File: src/rtl/snake_step_sequencer_pkg.sv
// rtl/snake_step_sequencer_pkg.sv - shared types and helpers for the snake step sequencer
// Purpose: direction and FSM state enums, coordinate width, reversal helper.
// Ports: none (package snake_pkg).
package snake_pkg;

  localparam int COORD_W = 4;

  typedef enum logic [1:0] {
    UP    = 2'd0,
    DOWN  = 2'd1,
    LEFT  = 2'd2,
    RIGHT = 2'd3
  } direction_e;

  typedef enum logic [2:0] {
    IDLE,
    MOVE,
    CHECK,
    COMMIT,
    OVER
  } state_e;

  // UP/DOWN and LEFT/RIGHT differ only in bit 0.
  function automatic direction_e opposite(input direction_e d);
    return direction_e'(d ^ 2'b01);
  endfunction

endpackage

File: src/rtl/snake_step_sequencer_if.sv
// rtl/snake_step_sequencer_if.sv - tick/detector/status bundle of the snake step sequencer
// Purpose: groups the game-step, detector handshake and snake state outputs.
// Ports: master = tick/keypad + detector side, slave = sequencer.
//   tick, dir_in, restart, det_ready, det_good, det_bad : master -> slave
//   det_start, head_*, tail_*, body_*, length, apple_req,
//   step_done, game_over, win, overrun                  : slave -> master
interface snake_step_sequencer_if #(
  parameter int MAX_LEN = 140
);
  import snake_pkg::*;

  localparam int LEN_W = $clog2(MAX_LEN + 1);

  logic                              tick;
  logic [1:0]                        dir_in;
  logic                              restart;
  logic                              det_ready;
  logic                              det_good;
  logic                              det_bad;
  logic                              det_start;
  logic [COORD_W-1:0]                head_x;
  logic [COORD_W-1:0]                head_y;
  logic [COORD_W-1:0]                tail_x;
  logic [COORD_W-1:0]                tail_y;
  logic [MAX_LEN-1:0][COORD_W-1:0]   body_x;
  logic [MAX_LEN-1:0][COORD_W-1:0]   body_y;
  logic [LEN_W-1:0]                  length;
  logic                              apple_req;
  logic                              step_done;
  logic                              game_over;
  logic                              win;
  logic                              overrun;

  modport master (
    output tick, dir_in, restart, det_ready, det_good, det_bad,
    input  det_start, head_x, head_y, tail_x, tail_y, body_x, body_y,
           length, apple_req, step_done, game_over, win, overrun
  );

  modport slave (
    input  tick, dir_in, restart, det_ready, det_good, det_bad,
    output det_start, head_x, head_y, tail_x, tail_y, body_x, body_y,
           length, apple_req, step_done, game_over, win, overrun
  );

endinterface

File: src/rtl/snake_step_sequencer_body_shiftreg.sv
// rtl/snake_step_sequencer_body_shiftreg.sv - snake body segment array with shift and tail drop
// Purpose: holds body segments (index 0 nearest the head); shifts in the old head,
//   optionally clears one slot in the same cycle, re-seeds the start pattern on restart.
// Ports: clk, nrst (async active-low); i_shift, i_clear_en, i_clear_idx,
//   i_seed_x/y (old head), i_restart; o_body_x/y segment arrays.
module snake_body_shiftreg
  import snake_pkg::*;
#(
  parameter  int MAX_LEN   = 140,
  parameter  int START_X   = 4,
  parameter  int START_Y   = 5,
  parameter  int START_LEN = 3,
  localparam int LEN_W     = $clog2(MAX_LEN + 1)
) (
  input  logic                            clk,
  input  logic                            nrst,
  input  logic                            i_shift,
  input  logic                            i_clear_en,
  input  logic [LEN_W-1:0]                i_clear_idx,
  input  logic [COORD_W-1:0]              i_seed_x,
  input  logic [COORD_W-1:0]              i_seed_y,
  input  logic                            i_restart,
  output logic [MAX_LEN-1:0][COORD_W-1:0] o_body_x,
  output logic [MAX_LEN-1:0][COORD_W-1:0] o_body_y
);

  typedef logic [MAX_LEN-1:0][COORD_W-1:0] body_t;

  // Start pattern: a horizontal tail trailing left of the start head.
  function automatic body_t init_x();
    body_t v;
    for (int i = 0; i < MAX_LEN; i++) begin
      v[i] = (i < START_LEN - 1) ? COORD_W'(START_X - 1 - i) : '0;
    end
    return v;
  endfunction

  function automatic body_t init_y();
    body_t v;
    for (int i = 0; i < MAX_LEN; i++) begin
      v[i] = (i < START_LEN - 1) ? COORD_W'(START_Y) : '0;
    end
    return v;
  endfunction

  body_t r_body_x;
  body_t r_body_y;

  always_ff @(posedge clk or negedge nrst) begin
    if (!nrst) begin
      r_body_x <= init_x();
      r_body_y <= init_y();
    end else if (i_restart) begin
      r_body_x <= init_x();
      r_body_y <= init_y();
    end else if (i_shift) begin
      r_body_x[0] <= i_seed_x;
      r_body_y[0] <= i_seed_y;
      // Clearing the slot the old tail shifted into keeps invalid slots at 0.
      for (int i = 1; i < MAX_LEN; i++) begin
        if (i_clear_en && (LEN_W'(i) == i_clear_idx)) begin
          r_body_x[i] <= '0;
          r_body_y[i] <= '0;
        end else begin
          r_body_x[i] <= r_body_x[i-1];
          r_body_y[i] <= r_body_y[i-1];
        end
      end
    end
  end

  assign o_body_x = r_body_x;
  assign o_body_y = r_body_y;

endmodule

File: src/rtl/snake_step_sequencer.sv
// rtl/snake_step_sequencer.sv - per-tick snake head/body/length controller and detector sequencer
// Purpose: on each tick steps the head, asks the collision detector, then commits
//   the move (shift body, grow on apple) or ends the game.
// Ports: clk, nrst (async active-low), bus (snake_step_sequencer_if.slave).
// Build option: SNAKE_WRAP_EN wraps the head to the opposite interior edge
//   instead of letting it step onto the border.
module snake_step_sequencer
  import snake_pkg::*;
#(
  parameter int MAX_LEN   = 140,
  parameter int X_MIN     = 0,
  parameter int X_MAX     = 15,
  parameter int Y_MIN     = 0,
  parameter int Y_MAX     = 11,
  parameter int START_X   = 4,
  parameter int START_Y   = 5,
  parameter int START_LEN = 3
) (
  input logic                    clk,
  input logic                    nrst,
  snake_step_sequencer_if.slave  bus
);

  localparam int LEN_W = $clog2(MAX_LEN + 1);
  localparam logic [COORD_W-1:0] ONE = COORD_W'(1);

`ifdef SNAKE_WRAP_EN
  localparam bit WRAP_EN = 1'b1;
`else
  localparam bit WRAP_EN = 1'b0;
`endif

  state_e             r_state;
  direction_e         r_dir;
  logic [COORD_W-1:0] r_head_x, r_head_y;
  logic [COORD_W-1:0] r_prev_x, r_prev_y;
  logic [LEN_W-1:0]   r_length;
  logic               r_det_start, r_apple_req, r_step_done;
  logic               r_game_over, r_win, r_overrun;

  direction_e         w_dir_new;
  logic [COORD_W-1:0] w_step_x, w_step_y, w_next_x, w_next_y;
  logic               w_shift, w_clear_en, w_restart;
  logic [LEN_W-1:0]   w_clear_idx, w_tail_idx;
  logic [MAX_LEN-1:0][COORD_W-1:0] w_body_x, w_body_y;

  // Candidate head: reversal is ignored, then one 4-bit step, then optional wrap.
  always_comb begin
    w_dir_new = (direction_e'(bus.dir_in) == opposite(r_dir)) ? r_dir : direction_e'(bus.dir_in);
    w_step_x  = r_head_x;
    w_step_y  = r_head_y;
    unique case (w_dir_new)
      UP:    w_step_y = r_head_y - ONE;
      DOWN:  w_step_y = r_head_y + ONE;
      LEFT:  w_step_x = r_head_x - ONE;
      RIGHT: w_step_x = r_head_x + ONE;
    endcase
    w_next_x = w_step_x;
    w_next_y = w_step_y;
    if (WRAP_EN) begin
      if (w_step_x == COORD_W'(X_MIN))      w_next_x = COORD_W'(X_MAX - 1);
      else if (w_step_x == COORD_W'(X_MAX)) w_next_x = COORD_W'(X_MIN + 1);
      if (w_step_y == COORD_W'(Y_MIN))      w_next_y = COORD_W'(Y_MAX - 1);
      else if (w_step_y == COORD_W'(Y_MAX)) w_next_y = COORD_W'(Y_MIN + 1);
    end
  end

  // Body shifts on the cycle the detector answers without a bad hit, so the
  // committed body is visible while step_done is high. det_bad wins over det_good.
  assign w_shift     = (r_state == CHECK) && bus.det_ready && !bus.det_bad;
  assign w_clear_en  = !bus.det_good;
  assign w_clear_idx = r_length - LEN_W'(1);
  assign w_restart   = (r_state == OVER) && bus.restart;
  assign w_tail_idx  = r_length - LEN_W'(2);

  snake_body_shiftreg #(
    .MAX_LEN   (MAX_LEN),
    .START_X   (START_X),
    .START_Y   (START_Y),
    .START_LEN (START_LEN)
  ) u_body (
    .clk         (clk),
    .nrst        (nrst),
    .i_shift     (w_shift),
    .i_clear_en  (w_clear_en),
    .i_clear_idx (w_clear_idx),
    .i_seed_x    (r_prev_x),
    .i_seed_y    (r_prev_y),
    .i_restart   (w_restart),
    .o_body_x    (w_body_x),
    .o_body_y    (w_body_y)
  );

  always_ff @(posedge clk or negedge nrst) begin
    if (!nrst) begin
      r_state     <= IDLE;
      r_dir       <= RIGHT;
      r_head_x    <= COORD_W'(START_X);
      r_head_y    <= COORD_W'(START_Y);
      r_prev_x    <= COORD_W'(START_X);
      r_prev_y    <= COORD_W'(START_Y);
      r_length    <= LEN_W'(START_LEN);
      r_det_start <= 1'b0;
      r_apple_req <= 1'b0;
      r_step_done <= 1'b0;
      r_game_over <= 1'b0;
      r_win       <= 1'b0;
      r_overrun   <= 1'b0;
    end else begin
      r_det_start <= 1'b0;
      r_apple_req <= 1'b0;
      r_step_done <= 1'b0;
      if (bus.tick && (r_state != IDLE)) r_overrun <= 1'b1;
      case (r_state)
        IDLE: begin
          if (bus.tick) r_state <= MOVE;
        end
        MOVE: begin
          r_dir       <= w_dir_new;
          r_prev_x    <= r_head_x;
          r_prev_y    <= r_head_y;
          r_head_x    <= w_next_x;
          r_head_y    <= w_next_y;
          r_det_start <= 1'b1;
          r_state     <= CHECK;
        end
        CHECK: begin
          if (bus.det_ready) begin
            if (bus.det_bad) begin
              r_game_over <= 1'b1;
              r_state     <= OVER;
            end else begin
              r_step_done <= 1'b1;
              r_state     <= COMMIT;
              if (bus.det_good) begin
                r_length    <= r_length + LEN_W'(1);
                r_apple_req <= 1'b1;
                if ((r_length + LEN_W'(1)) == LEN_W'(MAX_LEN)) begin
                  r_win       <= 1'b1;
                  r_game_over <= 1'b1;
                end
              end
            end
          end
        end
        COMMIT: begin
          r_state <= r_win ? OVER : IDLE;
        end
        OVER: begin
          if (bus.restart) begin
            r_state     <= IDLE;
            r_dir       <= RIGHT;
            r_head_x    <= COORD_W'(START_X);
            r_head_y    <= COORD_W'(START_Y);
            r_prev_x    <= COORD_W'(START_X);
            r_prev_y    <= COORD_W'(START_Y);
            r_length    <= LEN_W'(START_LEN);
            r_game_over <= 1'b0;
            r_win       <= 1'b0;
            r_overrun   <= 1'b0;
          end
        end
        default: r_state <= IDLE;
      endcase
    end
  end

  assign bus.det_start = r_det_start;
  assign bus.head_x    = r_head_x;
  assign bus.head_y    = r_head_y;
  assign bus.tail_x    = w_body_x[w_tail_idx];
  assign bus.tail_y    = w_body_y[w_tail_idx];
  assign bus.body_x    = w_body_x;
  assign bus.body_y    = w_body_y;
  assign bus.length    = r_length;
  assign bus.apple_req = r_apple_req;
  assign bus.step_done = r_step_done;
  assign bus.game_over = r_game_over;
  assign bus.win       = r_win;
  assign bus.overrun   = r_overrun;

endmodule

File: src/flat_wrapper.sv
// flat-port wrapper written by rule: the top's interface ports become plain ports
module snake_step_sequencer_flat import snake_pkg::*;
#(
  parameter int MAX_LEN   = 140,
  parameter int X_MIN     = 0,
  parameter int X_MAX     = 15,
  parameter int Y_MIN     = 0,
  parameter int Y_MAX     = 11,
  parameter int START_X   = 4,
  parameter int START_Y   = 5,
  parameter int START_LEN = 3
)
  (clk, nrst, bus_tick, bus_dir_in, bus_restart, bus_det_ready, bus_det_good, bus_det_bad, bus_det_start, bus_head_x, bus_head_y, bus_tail_x, bus_tail_y, bus_body_x, bus_body_y, bus_length, bus_apple_req, bus_step_done, bus_game_over, bus_win, bus_overrun);
  snake_step_sequencer_if #(.MAX_LEN(MAX_LEN)) bus_i ();
  input logic clk;
  input logic nrst;
  input wire logic [$bits(bus_i.tick)-1:0] bus_tick;
  input wire logic [$bits(bus_i.dir_in)-1:0] bus_dir_in;
  input wire logic [$bits(bus_i.restart)-1:0] bus_restart;
  input wire logic [$bits(bus_i.det_ready)-1:0] bus_det_ready;
  input wire logic [$bits(bus_i.det_good)-1:0] bus_det_good;
  input wire logic [$bits(bus_i.det_bad)-1:0] bus_det_bad;
  output wire logic [$bits(bus_i.det_start)-1:0] bus_det_start;
  output wire logic [$bits(bus_i.head_x)-1:0] bus_head_x;
  output wire logic [$bits(bus_i.head_y)-1:0] bus_head_y;
  output wire logic [$bits(bus_i.tail_x)-1:0] bus_tail_x;
  output wire logic [$bits(bus_i.tail_y)-1:0] bus_tail_y;
  output wire logic [$bits(bus_i.body_x)-1:0] bus_body_x;
  output wire logic [$bits(bus_i.body_y)-1:0] bus_body_y;
  output wire logic [$bits(bus_i.length)-1:0] bus_length;
  output wire logic [$bits(bus_i.apple_req)-1:0] bus_apple_req;
  output wire logic [$bits(bus_i.step_done)-1:0] bus_step_done;
  output wire logic [$bits(bus_i.game_over)-1:0] bus_game_over;
  output wire logic [$bits(bus_i.win)-1:0] bus_win;
  output wire logic [$bits(bus_i.overrun)-1:0] bus_overrun;
  assign bus_i.tick = bus_tick;
  assign bus_i.dir_in = bus_dir_in;
  assign bus_i.restart = bus_restart;
  assign bus_i.det_ready = bus_det_ready;
  assign bus_i.det_good = bus_det_good;
  assign bus_i.det_bad = bus_det_bad;
  assign bus_det_start = bus_i.det_start;
  assign bus_head_x = bus_i.head_x;
  assign bus_head_y = bus_i.head_y;
  assign bus_tail_x = bus_i.tail_x;
  assign bus_tail_y = bus_i.tail_y;
  assign bus_body_x = bus_i.body_x;
  assign bus_body_y = bus_i.body_y;
  assign bus_length = bus_i.length;
  assign bus_apple_req = bus_i.apple_req;
  assign bus_step_done = bus_i.step_done;
  assign bus_game_over = bus_i.game_over;
  assign bus_win = bus_i.win;
  assign bus_overrun = bus_i.overrun;
  snake_step_sequencer #(.MAX_LEN(MAX_LEN), .X_MIN(X_MIN), .X_MAX(X_MAX), .Y_MIN(Y_MIN), .Y_MAX(Y_MAX), .START_X(START_X), .START_Y(START_Y), .START_LEN(START_LEN)) u_core (.clk(clk), .nrst(nrst), .bus(bus_i));
endmodule
File: config.mk
export PLATFORM = sky130hd
export DESIGN_NAME = snake_step_sequencer_flat
export DESIGN_NICKNAME = d
export VERILOG_FILES = /design/src/rtl/snake_step_sequencer_pkg.sv /design/src/rtl/snake_step_sequencer_if.sv /design/src/rtl/snake_step_sequencer_body_shiftreg.sv /design/src/rtl/snake_step_sequencer.sv /design/src/flat_wrapper.sv
export SDC_FILE = /design/constraint.sdc
export NUM_CORES = 2
export LEC_CHECK = 0
export BUFFER_PORTS_ARGS = -buffer_cell sky130_fd_sc_hd__buf_2
export CORE_AREA = 2 2 455 457
export DETAILED_ROUTE_END_ITERATION = 12
export DIE_AREA = 0 0 457 459
export SLEW_MARGIN = 15
export SYNTH_ARGS = -nofsm -noshare
export SYNTH_HDL_FRONTEND = slang
export SYNTH_SLANG_ARGS = --single-unit
File: constraint.sdc
create_clock -name clk -period 6.7 [get_ports clk]
set_clock_uncertainty 0.2 [all_clocks]
set_input_delay 0.335 -clock clk [delete_from_list [all_inputs] [get_ports clk]]
set_output_delay 0.335 -clock clk [all_outputs]
set_load 0.01 [all_outputs]
==> summary.md <==
| Metric | Value |
|---|---|
| Rel. slew slack | 16.20% |
| DIE AREA | 0.2098 mm^2 |
| Area leader, netlist | dfrtp_1 |
| Fin crit share | 91.51% |
| #FFs+latches synth | 1,155 |
| Maximum vdd ir drop | 0.3377 mV |
| Max_cap viols | 0 |
| H-tree Lvls | 4 |
| Post-route ant nets | 0 |
| Worst-Margin Slew | 1.257 ns |
| # rows | 167 |
| Worst setup margin | 0.5690 ns |
| Pin count of the biggest net entering global routing | 188 |
| Critical path fanouts, max | 22 |
| Area share of the largest cell type after synthesis | 55.95% |
| CTS Buffer Depth | 3 |
| Data required, critical path | 6.16 ns |
| Achievable clock frequency | 163.1 MHz |
| CP Launch Type | register |
| CTS Buf Count | 135 |
| Overflow after GRT | 0 |
| DR vias/cell | 5.764 |
| Worst slack, placed | 1.375 ns |
| Worst reg2reg path depth | 8 |
| Remaining routing DRC violations | 0 |
| I/O Pins | 1,159 |
| Initial Utilization | 24.76% |
| Total routed wirelength | 291,100 um |
| CTS tree | built |
| CTS resizes | 0 |
| Pins over their slew limit | 0 |
| Die Width | 457 um |
| Post-synthesis net count | 3,596 |
| Synthesis Warnings | 0 |
| Mapped Avg Cell Area | 14.25 um^2 |
| Async SR Flop Fraction | 100.0% |
| FF-to-FF setup slack | 2.03 ns |
| WL per Instance | 38.37 um |
| Most frequent cells in the layout | buf_2 (1,157), dfrtp_1 (1,138), a22o_1 (1,132) |
| Synthesized area | 0.05090 mm^2 |
| Fin Setup TNS | 0 ns |
| Post-synth top flop | dfrtp_1 |
| Most common cell after layout, fill and taps aside | buf_2 |
| Area of the multi-input gates | 0.02116 mm^2 |
| PortBufs | 1,158 |
| Hold crit path type | input port to asynchronous set/reset pin |
| First-pass GRT wire length | 391,600 um |
| FF-to-FF Start | u_core.bus.length[1] |
| Worst-Skew Late Latency | 0.81 ns |
| Initial antenna violation count | 22 |
| Fin. Hold Viols | 0 |
| Fillers | 20,611 |
| Core area | 0.2056 mm^2 |
| Clk root buf | clkbuf_16 |
| Post-synthesis sequential area ratio | 56.83% |
| Post-synth EDFFs | 0 |
| Vias in the first global route | 42,175 |
| Fin crit period | 6.131 ns |
| Placed Cells | 7,321 |
| HPWL after DPL | 219,600 um |
| Status | finished clean |
| Clock-pin slew on the worst setup and hold paths | 0.06 ns |
| CTS Sinks | 1,155 |
| Global Route Usage Sum | 26.96% |
| Final std cells w/o fill | 7,585 |
| Die span in y | 459 um |
| Crit path kind | register to output pin |
| Sequential Area | 0.02893 mm^2 |
| Ratio of cells with drive above 1 in the final layout | 39.58% |
| End of the worst register-to-register path | u_core.u_body.o_body_y[19] |
| Mapped Cells | 3,573 |
| RePlAce Congestion | 0.9405 |
| Endpoint type of the worst setup path | output pin |
| Pwr dens | 335.1 mW/mm^2 |
| DRT iter0 DRCs | 5,708 |
| P_leak | 33.02 nW |
| Setup Viol. Count Final | 0 |
| Synth area leaders | dfrtp_1 (56%), a22o_1 (19%), mux4_2 (12%), a21oi_1 (1.3%), clkbuf_1 (1.2%) |
| RSZ-0062 raised after global routing | false |
| Nets@finish | 4,790 |
| Via count | 43,719 |
| Netlist cell types | 71 |
| P&R area growth vs syn | 28.37% |
| Crit path arrival time | 5.60 ns |
| Drt first pass iters | 6 |
==> area by class of cell <==
class                      instances  share of cell area [%]
antenna                            7                 0.02681
clock buffer                     200                   6.131
clock inverter                    44                  0.7564
inverter                          17                  0.1015
multi-input combinational       2142                   32.38
sequential                      1155                   44.28
tap                             2704                   5.178
timing repair buffer            1316                   11.15
==> cells by family (layout without fill, tap and decap cells) <==
group,after synthesis,in the layout,share of synthesized area [%]
AO/OA/AOI/OAI,1451,1451,23.58
XOR/XNOR,22,22,0.3933
other,0,7,0
flip-flops,1155,1155,56.83
AND/OR/NAND/NOR,303,303,2.802
adder cells (fa/ha/maj),14,14,0.3736
buffers and inverters,276,1577,2.264
multiplexers,352,352,13.76
==> per-stage QoR <==
step	util [%]	power [mW]	hold WS (ns)	instance area [um^2]
floorplan	-	11.07	-0.1606	50900
global placement	29.42	14.35	0.1797	60500
detailed placement	29.51	14.49	0.1831	60670
CTS	31.77	22.06	0.1212	65310
global route	31.77	22.61	0.2108	65320
finish	31.78	21.89	0.2063	65340
==> cell usage after synthesis (all sizes together), types with 3 or more instances <==
cell type	instances
nor2b	10
mux2	23
o311ai	8
inv	16
clkbuf	165
a22oi	6
nand3	18
dfrtp	1138
a21o	4
o22a	5
a2111oi	3
nand2b	18
buf	94
o22ai	23
o31ai	6
dfstp	17
a221oi	17
mux2i	53
nor2	56
nand2	143
nor3	21
a211o	3
nand3b	4
a32o	8
o21ai	33
nand4	6
and3	6
xnor2	17
ha	12
nor4b	3
or2	3
xor2	5
a21oi	164
nor3b	5
mux4	276
o32ai	7
o221ai	7
o2111ai	5
a22o	1132
a31oi	4
a211oi	3
==> sequential cells by signal (all words and copies together) (netlist names) <==
register	count
u_core.bus.apple_req	1
u_core.bus.det_start	1
u_core.bus.game_over	1
u_core.bus.head_x	4
u_core.bus.head_y	4
u_core.bus.length	8
u_core.bus.overrun	1
u_core.bus.step_done	1
u_core.bus.win	1
u_core.r_dir	2
u_core.r_prev_x	4
u_core.r_prev_y	4
u_core.r_state	3
u_core.u_body.o_body_x	560
u_core.u_body.o_body_y	560
==> power breakdown <==
part	switching [mW]	leakage [nW]	internal, mW
clock network	3.25	2.21	4.35
logic	4.76	14.8	1.97
registers	0.353	16.0	7.22
==> how the worst max path moves through the flow <==
stage / from / endpoint / slack [ns] / depth (start not counted)
floorplan: u_core.bus.length[1] / bus_tail_x[1] / 2.14 / 15
global placement: u_core.bus.length[2] / bus_tail_y[1] / 0.64 / 10
detailed placement: u_core.bus.length[2] / bus_tail_y[2] / 1.37 / 11
CTS: u_core.bus.length[2] / bus_tail_y[2] / 0.44 / 11
global route: u_core.bus.length[2] / bus_tail_y[2] / 0.42 / 11
finish: u_core.bus.length[2] / bus_tail_y[2] / 0.57 / 11
==> routing by layer <==
| metal | vias up | wire length [um] | track usage [%] |
|---|---|---|---|
| li1 | 16966 | - | - |
| met1 | 23291 | 113300 | 34.26 |
| met2 | 2980 | 132700 | 41.92 |
| met3 | 478 | 30650 | 8.707 |
| met4 | 4 | 14450 | 11.87 |
| met5 | - | 21 | 0 |
==> worst max-delay path: stages, from the launching register on <==
cell	delay, ns
dfrtp_1	0.66
inv_1	0.17
ha_4	0.27
xnor2_2	0.40
buf_4	0.55
nor2_4	0.21
buf_16	0.22
a22o_1	0.37
o31ai_1	0.89
o311ai_0	0.32
a32o_1	0.44
buf_2	0.18
==> repair_timing <==
| item | in CTS | in global routing |
|---|---|---|
| hold endpoints to repair | 297 | 0 |
| buffers inserted | 0 | 0 |
| hold buffers | 12 | 0 |
(Power assumes the default switching activity.)
